**config.mk**
```make
export PLATFORM = sky130hd
export DESIGN_NAME = fpu_issue_ctrl
export DESIGN_NICKNAME = d
export VERILOG_FILES = /design/src/rtl/fpu_issue_ctrl_pkg.sv /design/src/rtl/fpu_issue_watchdog.sv /design/src/rtl/fpu_issue_ctrl.sv
export SDC_FILE = /design/constraint.sdc
export NUM_CORES = 1
export LEC_CHECK = 0
export ABC_AREA = 0
export ABC_CLOCK_PERIOD_IN_PS = 5100
export CAP_MARGIN = 20
export CORE_MARGIN = 2
export CORE_UTILIZATION = 27
export CTS_CLUSTER_DIAMETER = 150
export DETAILED_ROUTE_END_ITERATION = 12
export PLACE_DENSITY_LB_ADDON = 0.2
export SYNTH_ARGS = -nofsm -noshare
export SYNTH_HDL_FRONTEND = slang
export SYNTH_SLANG_ARGS = --single-unit
```
**constraint.sdc**
```tcl
create_clock -name clk -period 5.1 [get_ports clk]
set_input_delay 0.765 -clock clk [delete_from_list [all_inputs] [get_ports clk]]
set_output_delay 0.765 -clock clk [all_outputs]
set_load 0.01 [all_outputs]
```
**src/rtl/fpu_issue_ctrl_pkg.sv**
```systemverilog
// Shared types for the FPU issue controller: operation codes, controller states,
// response error codes and the canonical quiet NaN returned on faults.
package fpu_p;

  typedef enum logic [1:0] {
    ADD = 2'd0,
    SUB = 2'd1,
    MUL = 2'd2
  } Operation;

  typedef enum logic [2:0] {
    IDLE  = 3'd0,
    ISSUE = 3'd1,
    WAIT  = 3'd2,
    RESP  = 3'd3,
    DRAIN = 3'd4
  } IssueState;

  typedef logic [1:0] RspErr;

  localparam RspErr ERR_NONE    = 2'b00;
  localparam RspErr ERR_NOBUSY  = 2'b01;
  localparam RspErr ERR_TIMEOUT = 2'b10;

  localparam logic [31:0] CANON_QNAN = 32'h7FC00000;

  // Increment that sticks at all-ones instead of wrapping.
  function automatic logic [15:0] sat_inc16(input logic [15:0] val);
    if (val == 16'hFFFF) begin
      return 16'hFFFF;
    end else begin
      return val + 16'd1;
    end
  endfunction

endpackage

```
**src/rtl/fpu_issue_watchdog.sv**
```systemverilog
// Busy-cycle counter for the issue controller: clears at start, counts busy
// cycles with saturation, and flags the cycle on which TIMEOUT would be reached.
module fpu_issue_watchdog
  import fpu_p::*;
#(
  parameter int TIMEOUT = 64
) (
  input  logic        clk,
  input  logic        rst,
  input  logic        clr,
  input  logic        inc,
  output logic [15:0] count,
  output logic        hit
);

  logic [15:0] count_r;

  // Saturating busy-cycle counter.
  always_ff @(posedge clk or negedge rst) begin
    if (!rst) begin
      count_r <= 16'd0;
    end else if (clr) begin
      count_r <= 16'd0;
    end else if (inc) begin
      count_r <= sat_inc16(count_r);
    end else begin
      count_r <= count_r;
    end
  end

  assign count = count_r;
  // True while the current busy sample would be the TIMEOUT-th one.
  assign hit   = (count_r >= 16'(TIMEOUT - 1));

endmodule

```
**src/rtl/fpu_issue_ctrl.sv**
```systemverilog
// Initiator-side controller for fpu_core: accepts one tagged request at a time,
// pulses start, waits on busy with a watchdog, and returns a tagged response.
module fpu_issue_ctrl
  import fpu_p::*;
#(
  parameter int WIDTH   = 32,
  parameter int TAG_W   = 5,
  parameter int TIMEOUT = 64
) (
  input  logic             clk,
  input  logic             rst,
  input  logic             req_valid,
  output logic             req_ready,
  input  fpu_p::Operation  req_op,
  input  logic [WIDTH-1:0] req_a,
  input  logic [WIDTH-1:0] req_b,
  input  logic [TAG_W-1:0] req_tag,
  output logic             fpu_start,
  output fpu_p::Operation  fpu_op,
  output logic [WIDTH-1:0] fpu_a,
  output logic [WIDTH-1:0] fpu_b,
  input  logic             fpu_busy,
  input  logic [WIDTH-1:0] fpu_result,
  output logic             rsp_valid,
  input  logic             rsp_ready,
  output logic [WIDTH-1:0] rsp_result,
  output logic [TAG_W-1:0] rsp_tag,
  output logic [1:0]       rsp_err,
  output logic [15:0]      last_latency
);

  IssueState        state_r;
  logic [TAG_W-1:0] tag_r;
  logic             drain_r;
  logic             first_r;
  logic             req_ready_r;
  logic             fpu_start_r;
  Operation         fpu_op_r;
  logic [WIDTH-1:0] fpu_a_r;
  logic [WIDTH-1:0] fpu_b_r;
  logic             rsp_valid_r;
  logic [WIDTH-1:0] rsp_result_r;
  logic [TAG_W-1:0] rsp_tag_r;
  RspErr            rsp_err_r;
  logic [15:0]      last_latency_r;
  logic             wd_clr_s;
  logic             wd_inc_s;
  logic [15:0]      wd_count_s;
  logic             wd_hit_s;

  assign wd_clr_s = (state_r == ISSUE);
  assign wd_inc_s = (state_r == WAIT) && fpu_busy;

  fpu_issue_watchdog #(
    .TIMEOUT (TIMEOUT)
  ) u_watchdog (
    .clk   (clk),
    .rst   (rst),
    .clr   (wd_clr_s),
    .inc   (wd_inc_s),
    .count (wd_count_s),
    .hit   (wd_hit_s)
  );

  // Issue/response state machine with all outputs registered.
  always_ff @(posedge clk or negedge rst) begin
    if (!rst) begin
      state_r        <= IDLE;
      tag_r          <= {TAG_W{1'b0}};
      drain_r        <= 1'b0;
      first_r        <= 1'b0;
      req_ready_r    <= 1'b0;
      fpu_start_r    <= 1'b0;
      fpu_op_r       <= ADD;
      fpu_a_r        <= {WIDTH{1'b0}};
      fpu_b_r        <= {WIDTH{1'b0}};
      rsp_valid_r    <= 1'b0;
      rsp_result_r   <= {WIDTH{1'b0}};
      rsp_tag_r      <= {TAG_W{1'b0}};
      rsp_err_r      <= ERR_NONE;
      last_latency_r <= 16'd0;
    end else begin
      case (state_r)
        IDLE: begin
          if (req_valid && req_ready_r) begin
            req_ready_r <= 1'b0;
            fpu_start_r <= 1'b1;
            fpu_op_r    <= req_op;
            fpu_a_r     <= req_a;
            fpu_b_r     <= req_b;
            tag_r       <= req_tag;
            state_r     <= ISSUE;
          end else begin
            req_ready_r <= 1'b1;
          end
        end
        ISSUE: begin
          // The core latches its operands at start, so they can be dropped now.
          fpu_start_r <= 1'b0;
          fpu_a_r     <= {WIDTH{1'b0}};
          fpu_b_r     <= {WIDTH{1'b0}};
          first_r     <= 1'b1;
          state_r     <= WAIT;
        end
        WAIT: begin
          first_r <= 1'b0;
          if (!fpu_busy) begin
            rsp_valid_r <= 1'b1;
            rsp_tag_r   <= tag_r;
            drain_r     <= 1'b0;
            state_r     <= RESP;
            if (first_r) begin
              rsp_err_r    <= ERR_NOBUSY;
              rsp_result_r <= WIDTH'(CANON_QNAN);
            end else begin
              rsp_err_r      <= ERR_NONE;
              rsp_result_r   <= fpu_result;
              last_latency_r <= wd_count_s;
            end
          end else if (wd_hit_s) begin
            rsp_valid_r  <= 1'b1;
            rsp_tag_r    <= tag_r;
            rsp_err_r    <= ERR_TIMEOUT;
            rsp_result_r <= WIDTH'(CANON_QNAN);
            drain_r      <= 1'b1;
            state_r      <= RESP;
          end else begin
            state_r <= WAIT;
          end
        end
        RESP: begin
          if (rsp_ready) begin
            rsp_valid_r <= 1'b0;
            if (drain_r) begin
              state_r <= DRAIN;
            end else begin
              req_ready_r <= 1'b1;
              state_r     <= IDLE;
            end
          end else begin
            rsp_valid_r <= 1'b1;
          end
        end
        DRAIN: begin
          // A timed-out core may still finish; its result is discarded.
          if (!fpu_busy) begin
            drain_r     <= 1'b0;
            req_ready_r <= 1'b1;
            state_r     <= IDLE;
          end else begin
            state_r <= DRAIN;
          end
        end
        default: begin
          state_r     <= IDLE;
          req_ready_r <= 1'b0;
          fpu_start_r <= 1'b0;
          rsp_valid_r <= 1'b0;
          drain_r     <= 1'b0;
        end
      endcase
    end
  end

  assign req_ready    = req_ready_r;
  assign fpu_start    = fpu_start_r;
  assign fpu_op       = fpu_op_r;
  assign fpu_a        = fpu_a_r;
  assign fpu_b        = fpu_b_r;
  assign rsp_valid    = rsp_valid_r;
  assign rsp_result   = rsp_result_r;
  assign rsp_tag      = rsp_tag_r;
  assign rsp_err      = rsp_err_r;
  assign last_latency = last_latency_r;

endmodule

```
==> results.yml, run 1 <==
yosys:
  synth_edf_count: 0
  async_reset_ff_share_pct: 100
  syn-num-nets: 696
  synth_cells: 587
  ys_seq_elements: 150
  synth_ff_type: "dfrtp_1"
  ys_types: 45
  ys.warnings.count: 0
  avgSynthCellArea_um2: 10.5
  yosysSeqAreaShare_pct: 60.8
  syn-cell-area_mm2: 0.00617
final_layout:
  final_common_cell: "clkdlybuf4s50_1"
  fillers: 2199
  fin_util_pct: 41.6
  layout.cells.most_common_list: "clkdlybuf4s50_1, nand2_1, dfrtp_1"
  area_growth_syn_to_layout_pct: 51.8
  nets: 917
  drive_above_1_share_pct: 8.77
  final_cell_area_mm2: 0.00937
  regArea_mm2: 0.00375
  multi_input_area_mm2: 0.00224
power:
  vdd_ir_drop_max_v: 0.000203
  p_leak_nw: 4.13
  p_total_mw: 5.10
  p_per_area_mw_per_mm2: 545
setup_path:
  required_ps: 5370
  crit_path_end_kind: "flip-flop"
  setup.worst_path.start_class: "input port"
  cpMaxStageDelayCell: "clkdlybuf4s50_1"
  critPathKind: "in2reg"
  cpPeakStageDelay_ps: 630
  crit_buf_inv: 1
  critPathTopFamily: "simple AND/OR/NAND/NOR gates"
  crit_path_cell_trace: "clkdlybuf4s50_1 -> nand4bb_1 -> nor4_2 -> and4b_1 -> a211oi_1"
  cp_max_fo: 9
  cp.arrival_ps: 2710
worst_hold_path:
  hold_path.class: "in2async"
sta:
  post-route-min-period_ps: 2440
  finalSetupViolCount: 0
  fin_skew_ps: 11.2
  hold_viol: 0
  worst_pin_slew_ps: 1050
  report.final.slew_viol_count: 0
  max_freq_mhz: 409
  setup-tns-final_ps: 0
  fin_crit_sh_pct: 47.9
  grt_setup_unrepaired: "no"
  maxSlewHeadroom_pct: 29.9
die:
  dieArea_mm2: 0.0241
  coreArea_mm2: 0.0225
  ioPinCount: 232
  die_y_um: 155
  rows: 55
  initial_core_util_pct: 27.4
  die_width_um: 155
global_routing:
  grt_pass1_vias: 5324
  grt_max_degree: 72
  grt_pass1_wl_um: 28800
  gr-max-usage-layer: "met2"
  globalRouteMet2Util_pct: 23.1
  antenna_found_initial: 1
  grt_use_met1_pct: 19.7
  grt.total_usage_pct: 15.2
  grt.overflow.total: 0
  use_met3_pct: 6.30
detailed_routing:
  wire_per_inst_um: 16.2
  antenna_left: 0
  drc_errors: 0
  vias: 5207
  first_pass_iters: 4
  finalWirelength_um: 18000
  drt_iter0_drc: 354
  via_per_inst: 4.70
place:
  gp_congestion: 0.805
  placed_area_mm2: 0.00875
  io_buffers: 231
  dp_hpwl_um: 11800
clock_network:
  cts_buffer_depth: 2
  numCtsBuffers: 17
  cts_resized: 0
  post_cts_buffers: 0
  insertion_delay_ps: 420
  cts.htree.levels: 4
  clock_sinks: 150
  root_buffer: "clkbuf_16"
  clk_pin_slew_ps: 60
  hold_buffers: 0
  cts_tree: "done"
run:
  cap_violations: 0
run_status:
  status: "finished, final reports clean"
-- stage by stage --
step	hold slack [ps]	setup WS, ps	cells
2_1_floorplan	440	3270	587
3_3_place_gp	460	2180	1073
3_5_place_dp	460	2170	1073
4_1_cts	378	2610	1105
5_1_grt	401	2420	1106
6_report	349	2660	1107
-- sequential cells by signal, summed over array words and instances, names as in the netlist --
signal and flops:
last_latency 16, drain_r 1, rsp_tag 5, u_watchdog.count 16, fpu_b 32, rsp_result 32
rsp_err 2, tag_r 5, fpu_start 1, state_r 3, fpu_a 32, req_ready 1
rsp_valid 1, fpu_op 2, first_r 1
-- layer usage --
layer / up-vias / share of wire, %
met3: 18 / 9.4
met4: 0 / 1.6
li1: 2506 / -
met1: 2482 / 45
met5: - / 0
met2: 201 / 44
-- worst paths after layout --
kind                                          start                   end  slack (ps)  depth (start not counted)
worst max-delay path                       fpu_busy  u_watchdog.count[12]        2660                          5
worst min-delay path                            rst       last_latency[4]         350                          1
worst min register to register             tag_r[1]              tag_r[1]         470                          2
min in group clk                           tag_r[1]              tag_r[1]         470                          2
worst max register to register  u_watchdog.count[0]            rsp_tag[2]        2670                          5
max in group asynchronous                       rst             fpu_a[10]        3710                          2
-- where the power goes --
part	internal (mW)	switching [mW]
combinational	1.07	0.873
clock	0.755	0.528
sequential	1.61	0.266
-- kinds of logic (layout without fill, tap and decap cells) --
| family | after synthesis | in the layout | share of synthesized area [%] |
|---|---|---|---|
| compound gates | 111 | 111 | 12.1 |
| fa+ha+maj | 1 | 1 | 0.203 |
| buf+inv | 42 | 276 | 3.18 |
| flops | 150 | 150 | 60.8 |
| mux | 22 | 22 | 4.75 |
| other cells | 0 | 1 | 0 |
| simple gates | 261 | 261 | 18.9 |
-- synthesized netlist by cell type, types with 2 or more instances --
cell	n	share of area, %
a211oi_1	5	0.61
a21oi_1	38	3.1
a22o_1	24	3.4
a311oi_1	2	0.28
a31oi_1	10	1.0
a41oi_1	3	0.43
and2_1	2	0.20
and3_1	5	0.51
and4b_1	2	0.32
buf_2	7	0.57
buf_6	4	0.73
clkbuf_1	28	1.7
dfrtp_1	150	61
inv_1	3	0.18
mux2_2	10	1.8
mux2_4	12	2.9
nand2_1	158	9.6
nand2b_1	2	0.20
nand3_1	45	3.7
nand4_1	4	0.41
nor2_1	18	1.1
nor3_1	8	0.65
nor4_1	5	0.51
o21ai_0	12	0.97
o22a_1	9	1.3
o31ai_1	2	0.24
-- layout make-up --
cell class              instances  area share [%]
repair buffers                241            25.6
well taps                     285            3.81
clock buffers                  20            4.88
diodes                          1          0.0267
clock inverters                12            1.50
inverters                       3           0.120
multi-input cells             395            24.0
flip-flops and latches        150            40.1
Note: power is estimated with default switching activity, not from simulation.
==> inputs of run 2 (changes only) <==
- ABC_CLOCK_PERIOD_IN_PS: 5100 -> 2430
- clock period: 5.1 -> 2.43 ns (I/O delays scaled with it)
==> results.yml, run 2 (synthesis results as in run 1) <==
sta:
  report.final.slew_viol_count: 0
  maxSlewHeadroom_pct: 53.7
  grt_setup_unrepaired: "no"
  hold_viol: 0
  max_freq_mhz: 469
  finalSetupViolCount: 0
  hold_ws_ps: 432
  worst_pin_slew_ps: 694
  fin_skew_ps: 12.0
  post-route-min-period_ps: 2130
  fin_crit_sh_pct: 87.8
  setup-tns-final_ps: 0
setup_path:
  cpPeakStageDelay_ps: 660
  r2r-start: "state_r[1]"
  r2r_cells: 4
  required_ps: 2720
  cp_max_fo: 14
  cpMaxStageDelayCell: "o31a_1"
  setup.worst_path.start_class: "flip-flop"
  critPathKind: "reg2reg"
  crit_path_end_kind: "flip-flop"
  reg2reg_setup_slack_ps: 300
  crit_buf_inv: 0
  crit_path_cell_trace: "nand2b_1 -> nor2_1 -> o31a_1 -> mux2_2"
  reg2reg_to: "rsp_tag[0]"
  cp.arrival_ps: 2430
  critPathTopFamily: "compound AO/OA/AOI/OAI gates"
clock_network:
  cts_buffer_depth: 2
  root_buffer: "clkbuf_16"
  clk_pin_slew_ps: 60
  cts_resized: 0
  clock_sinks: 150
  cts_tree: "done"
  post_cts_buffers: 0
  numCtsBuffers: 17
  cts.htree.levels: 4
  insertion_delay_ps: 420
place:
  gp_congestion: 0.793
  io_buffers: 231
  placed_area_mm2: 0.00895
  dp.cells: 1092
  dp_hpwl_um: 12300
final_layout:
  nets: 936
  layout.cells.most_common_list: "clkdlybuf4s50_1, nand2_1, dfrtp_1"
  fillers: 2192
  final_cell_area_mm2: 0.00953
  area_growth_syn_to_layout_pct: 54.5
  final_common_cell: "clkdlybuf4s50_1"
  regArea_mm2: 0.00375
  final_cell_count_no_fill: 1124
  diodes: 0
  drive_above_1_share_pct: 10.5
  multi_input_area_mm2: 0.00224
die:
  dieArea_mm2: 0.0241
  rows: 55
  die_y_um: 155
  ioPinCount: 232
  initial_core_util_pct: 27.4
  die_width_um: 155
  coreArea_mm2: 0.0225
run:
  cap_violations: 0
detailed_routing:
  vias: 5240
  wire_per_inst_um: 16.3
  drt_iter0_drc: 336
  antenna_left: 0
  first_pass_iters: 4
  via_per_inst: 4.66
  drc_errors: 0
  finalWirelength_um: 18300
global_routing:
  grt.total_usage_pct: 15.6
  antenna_found_initial: 0
  grt_pass1_wl_um: 29600
  grt_pass1_vias: 5371
  grt.overflow.total: 0
  grt_max_degree: 63
power:
  p_switching_mw: 3.46
  combinationalPowerShare_pct: 39.0
  p_seq_share_pct: 36.7
  p_per_area_mw_per_mm2: 1120
  clkPwrFrac_pct: 24.3
  p_int_mw: 7.20
  p_sw_share_pct: 32.5
  vdd_ir_drop_max_v: 0.000447
  p_leak_nw: 4.22
run_status:
  status: "finished, final reports clean"
worst_hold_path:
  hold_path.class: "in2async"
==> run 2: cell types whose count changed in the layout (fill, tap and decap cells not counted), sizes merged <==
| cell | before | now |
|---|---|---|
| clkinv | 2 | 4 |
| diode | 1 | 0 |
| inv | 8 | 4 |
| clkinvlp | 3 | 4 |
| dlygate4sd3 | 0 | 1 |
| buf | 11 | 29 |
==> run 2: metal layers <==
| layer | GRT usage [%] | share of wire [%] |
|---|---|---|
| met3 | 6.55 | 9.8 |
| met5 | 0 | 0 |
| met2 | 23.6 | 44 |
| met4 | 5.56 | 1.7 |
| met1 | 20.0 | 45 |
==> run 2: area by class of cell <==
type | count | area share (%)
clock buffers | 20 | 4.69
clock inverters | 11 | 1.33
inverters | 3 | 0.118
multi-input cells | 395 | 23.5
flip-flops and latches | 150 | 39.4
well taps | 285 | 3.74
repair buffers | 260 | 27.2
==> run 2: stage by stage <==
| stage | worst slack [ps] | util [%] | power [mW] |
|---|---|---|---|
| 2_1_floorplan | 631 | - | 5.81 |
| 3_3_place_gp | 143 | 39.8 | 8.13 |
| 3_5_place_dp | 105 | 39.8 | 8.16 |
| 4_1_cts | 296 | 42.4 | 10.8 |
| 5_1_grt | 150 | 42.4 | 11.4 |
| 6_report | 296 | 42.4 | 10.7 |
==> run 2: what timing repair did <==
| action | CTS | global route |
|---|---|---|
| hold endpoints to repair | 37 | 0 |
| endpoints found under the setup margin | 0 | 0 |
| hold buffers | 1 | 0 |
==> run 2: power groups by stage <==
stage | Sequential [mW] | Combinational (mW) | Clock, mW
after global placement | 3.93 | 4.20 | 0
after CTS | 3.92 | 4.23 | 2.69
after floorplan | 4.27 | 1.55 | 0
after global routing | 4.05 | 4.55 | 2.81
final | 3.91 | 4.15 | 2.59
after detailed placement | 3.94 | 4.22 | 0
==> run 2: how the worst max path moves through the flow <==
stage          startpoint               end  slack, ps  cells after the start
5_1_grt        state_r[1]        rsp_tag[2]        150                      4
2_1_floorplan  state_r[2]  last_latency[10]        630                      6
3_3_place_gp     fpu_busy        rsp_tag[4]        140                      5
3_5_place_dp     fpu_busy        rsp_tag[2]        100                      5
4_1_cts        state_r[1]        rsp_tag[0]        300                      4
6_report       state_r[1]        rsp_tag[0]        300                      4
==> run 2: worst reg2reg max path, cell delays in order (launching register included) <==
cell and delay [ps]:
dfrtp_1 490, nand2b_1 150, nor2_1 310, o31a_1 660, mux2_2 410
==> edit (config.mk and constraints of run 2) <==
`WIDTH`: 32 -> 24.
--- a/src/rtl/fpu_issue_ctrl.sv
+++ b/src/rtl/fpu_issue_ctrl.sv
@@ -4,5 +4,5 @@
   import fpu_p::*;
 #(
-  parameter int WIDTH   = 32,
+  parameter int WIDTH   = 24,
   parameter int TAG_W   = 5,
   parameter int TIMEOUT = 64
Ports: changed (6 resized); port bits go from 232 to 184. No check against the original RTL was run, so the function may have changed too.
==> edit against run 2 <==
  * Sequential cell count down 24
  * Global-route usage down 1.1 points
  * Cell area down 17%
  * First-iteration DRC count down 25%
  * Critical path depth up 2
  * Die area down 15%
  * Setup slack worse by 0.098 ns
  * Final cell count down 22%
  * Non-clock buffer count down 59
  * Wire length down 20%
  * Sequential power down 14%
  * Area after synthesis down 16%
  * Combinational power down 13%
  * Total power down 12%
==> edit: results <==
export IMPL_outcome="finished, final reports clean"
export IMPL_synth_mux_area_fraction=0.06463
export IMPL_synth_commonest_cells="dfrtp_1, a22o_1, nand2_1, mux2_2, o21ai_0"
export IMPL_synth_nets=502
export IMPL_synthTopCellsByArea="dfrtp_1, a22o_1, mux2_2"
export IMPL_yosysUniqueCellTypes=54
export IMPL_arrival_ns=2.58
export IMPL_cts_buffers=17
export IMPL_avgViaCountPerCell=4.775
export IMPL_drt_iter0_drc=251
export IMPL_r2r_slack_ns=0.20
export IMPL_crit_path_end="rsp_result[2]"
export IMPL_finalWirelength_um=14570
export IMPL_insertion_delay_ns=0.42
export IMPL_fin_skew_ns=0.009162
export IMPL_yosys_area_share_adder=0.002403
export IMPL_p_leak_nw=3.480
export IMPL_placed_area_um2=7375
export IMPL_nets=693
export IMPL_place_ws_ns=0.1698
export IMPL_worstReg2RegStart="u_watchdog.count[0]"
export IMPL_period_minus_slack_ns=2.232
export IMPL_irDropWorstVdd_v=0.0005894
export IMPL_ys_seq_area_frac=0.6055
export IMPL_gp_congestion=0.8691
export IMPL_grt_use_total=0.1452
export IMPL_dr_pass1_iters=5
export IMPL_drive_gt1_frac=0.1339
export IMPL_synth_compound_area_frac=0.1915
export IMPL_grt_max_degree=84
export IMPL_grt_pass1_wl_um=23210
export IMPL_power_switching_mw=3.012
export IMPL_max_slew_margin_rel=0.6286
export IMPL_grt_pass1_vias=4330
export IMPL_fillers=1745
export IMPL_cp_max_fo=16
## edit: cell types whose count changed in the layout (fill, tap and decap cells not counted), moves of 8 or more
cell                    run 2  this run
mux2_4                     12         0
mux2_2                     10        24
o21ai_0                    12        22
a31oi_1                    10         2
a22o_1                     24        70
nand3_1                    45         8
dfrtp_1                   150       126
a21oi_1                    38         9
o22a_1                      9         0
clkdlybuf4s50_1           230       182
nand2_1                   157        28
## edit: logic make-up (layout without fill, tap and decap cells)
kind of cell,count (synthesis),in the layout
mux,30,30
flops,126,126
simple gates,95,95
compound gates,127,127
buf+inv,38,241
fa+ha+maj,1,1
## edit: repair_timing
item                      4_1_cts  5_1_grt
hold endpoints to repair        7        0
hold buffers                    1        0
resized for setup               0        0
## edit: cell type report
cell class	count	area share
Clock inverter	14	0.01685
Sequential cell	126	0.3969
Tap cell	260	0.04095
Inverter	9	0.004253
Multi-Input combinational cell	253	0.2367
Clock buffer	17	0.05355
Timing Repair Buffer	201	0.2507
## edit: how the worst min path moves through the flow
| stage | from | cells after the start | endpoint |
|---|---|---|---|
| floorplan | rst | 0 | drain_r |
| global placement | rst | 1 | last_latency[11] |
| detailed placement | rst | 1 | last_latency[11] |
| CTS | rst | 2 | u_watchdog.count[13] |
| global route | rst | 2 | u_watchdog.count[13] |
| finish | rst | 2 | u_watchdog.count[13] |
## edit: power groups by stage
| stage | sequential (mW) | combinational (mW) | clock [mW] |
|---|---|---|---|
| floorplan | 3.63 | 1.38 | 0 |
| global placement | 3.39 | 3.59 | 0 |
| detailed placement | 3.39 | 3.63 | 0 |
| CTS | 3.38 | 3.65 | 2.50 |
| global route | 3.48 | 3.88 | 2.60 |
| finish | 3.36 | 3.59 | 2.42 |
## edit: metrics by stage
stage | cells | power [mW] | hold WS, ns | utilization
2_1_floorplan | 417 | 5.013 | 0.06891 | -
3_3_place_gp | 848 | 6.974 | 0.1983 | 0.3916
3_5_place_dp | 848 | 7.025 | 0.2008 | 0.3916
4_1_cts | 880 | 9.535 | 0.2959 | 0.4219
5_1_grt | 880 | 9.965 | 0.3279 | 0.4219
6_report | 880 | 9.373 | 0.3141 | 0.4219
## edit: layer usage
layer	up-vias	part of all wire	track usage
met5	-	0	0
met2	172	0.48	0.2252
met1	2063	0.44	0.1957
li1	1953	-	-
met3	14	0.056	0.03655
met4	0	0.016	0.05576
## edit: critical path, cell delays in order, from the launching register on
cell and delay (ns):
dfrtp_1 0.43, ha_1 0.31, and4_1 0.25, and2_2 0.25, o31ai_4 0.45, buf_4 0.31, a22o_1 0.16
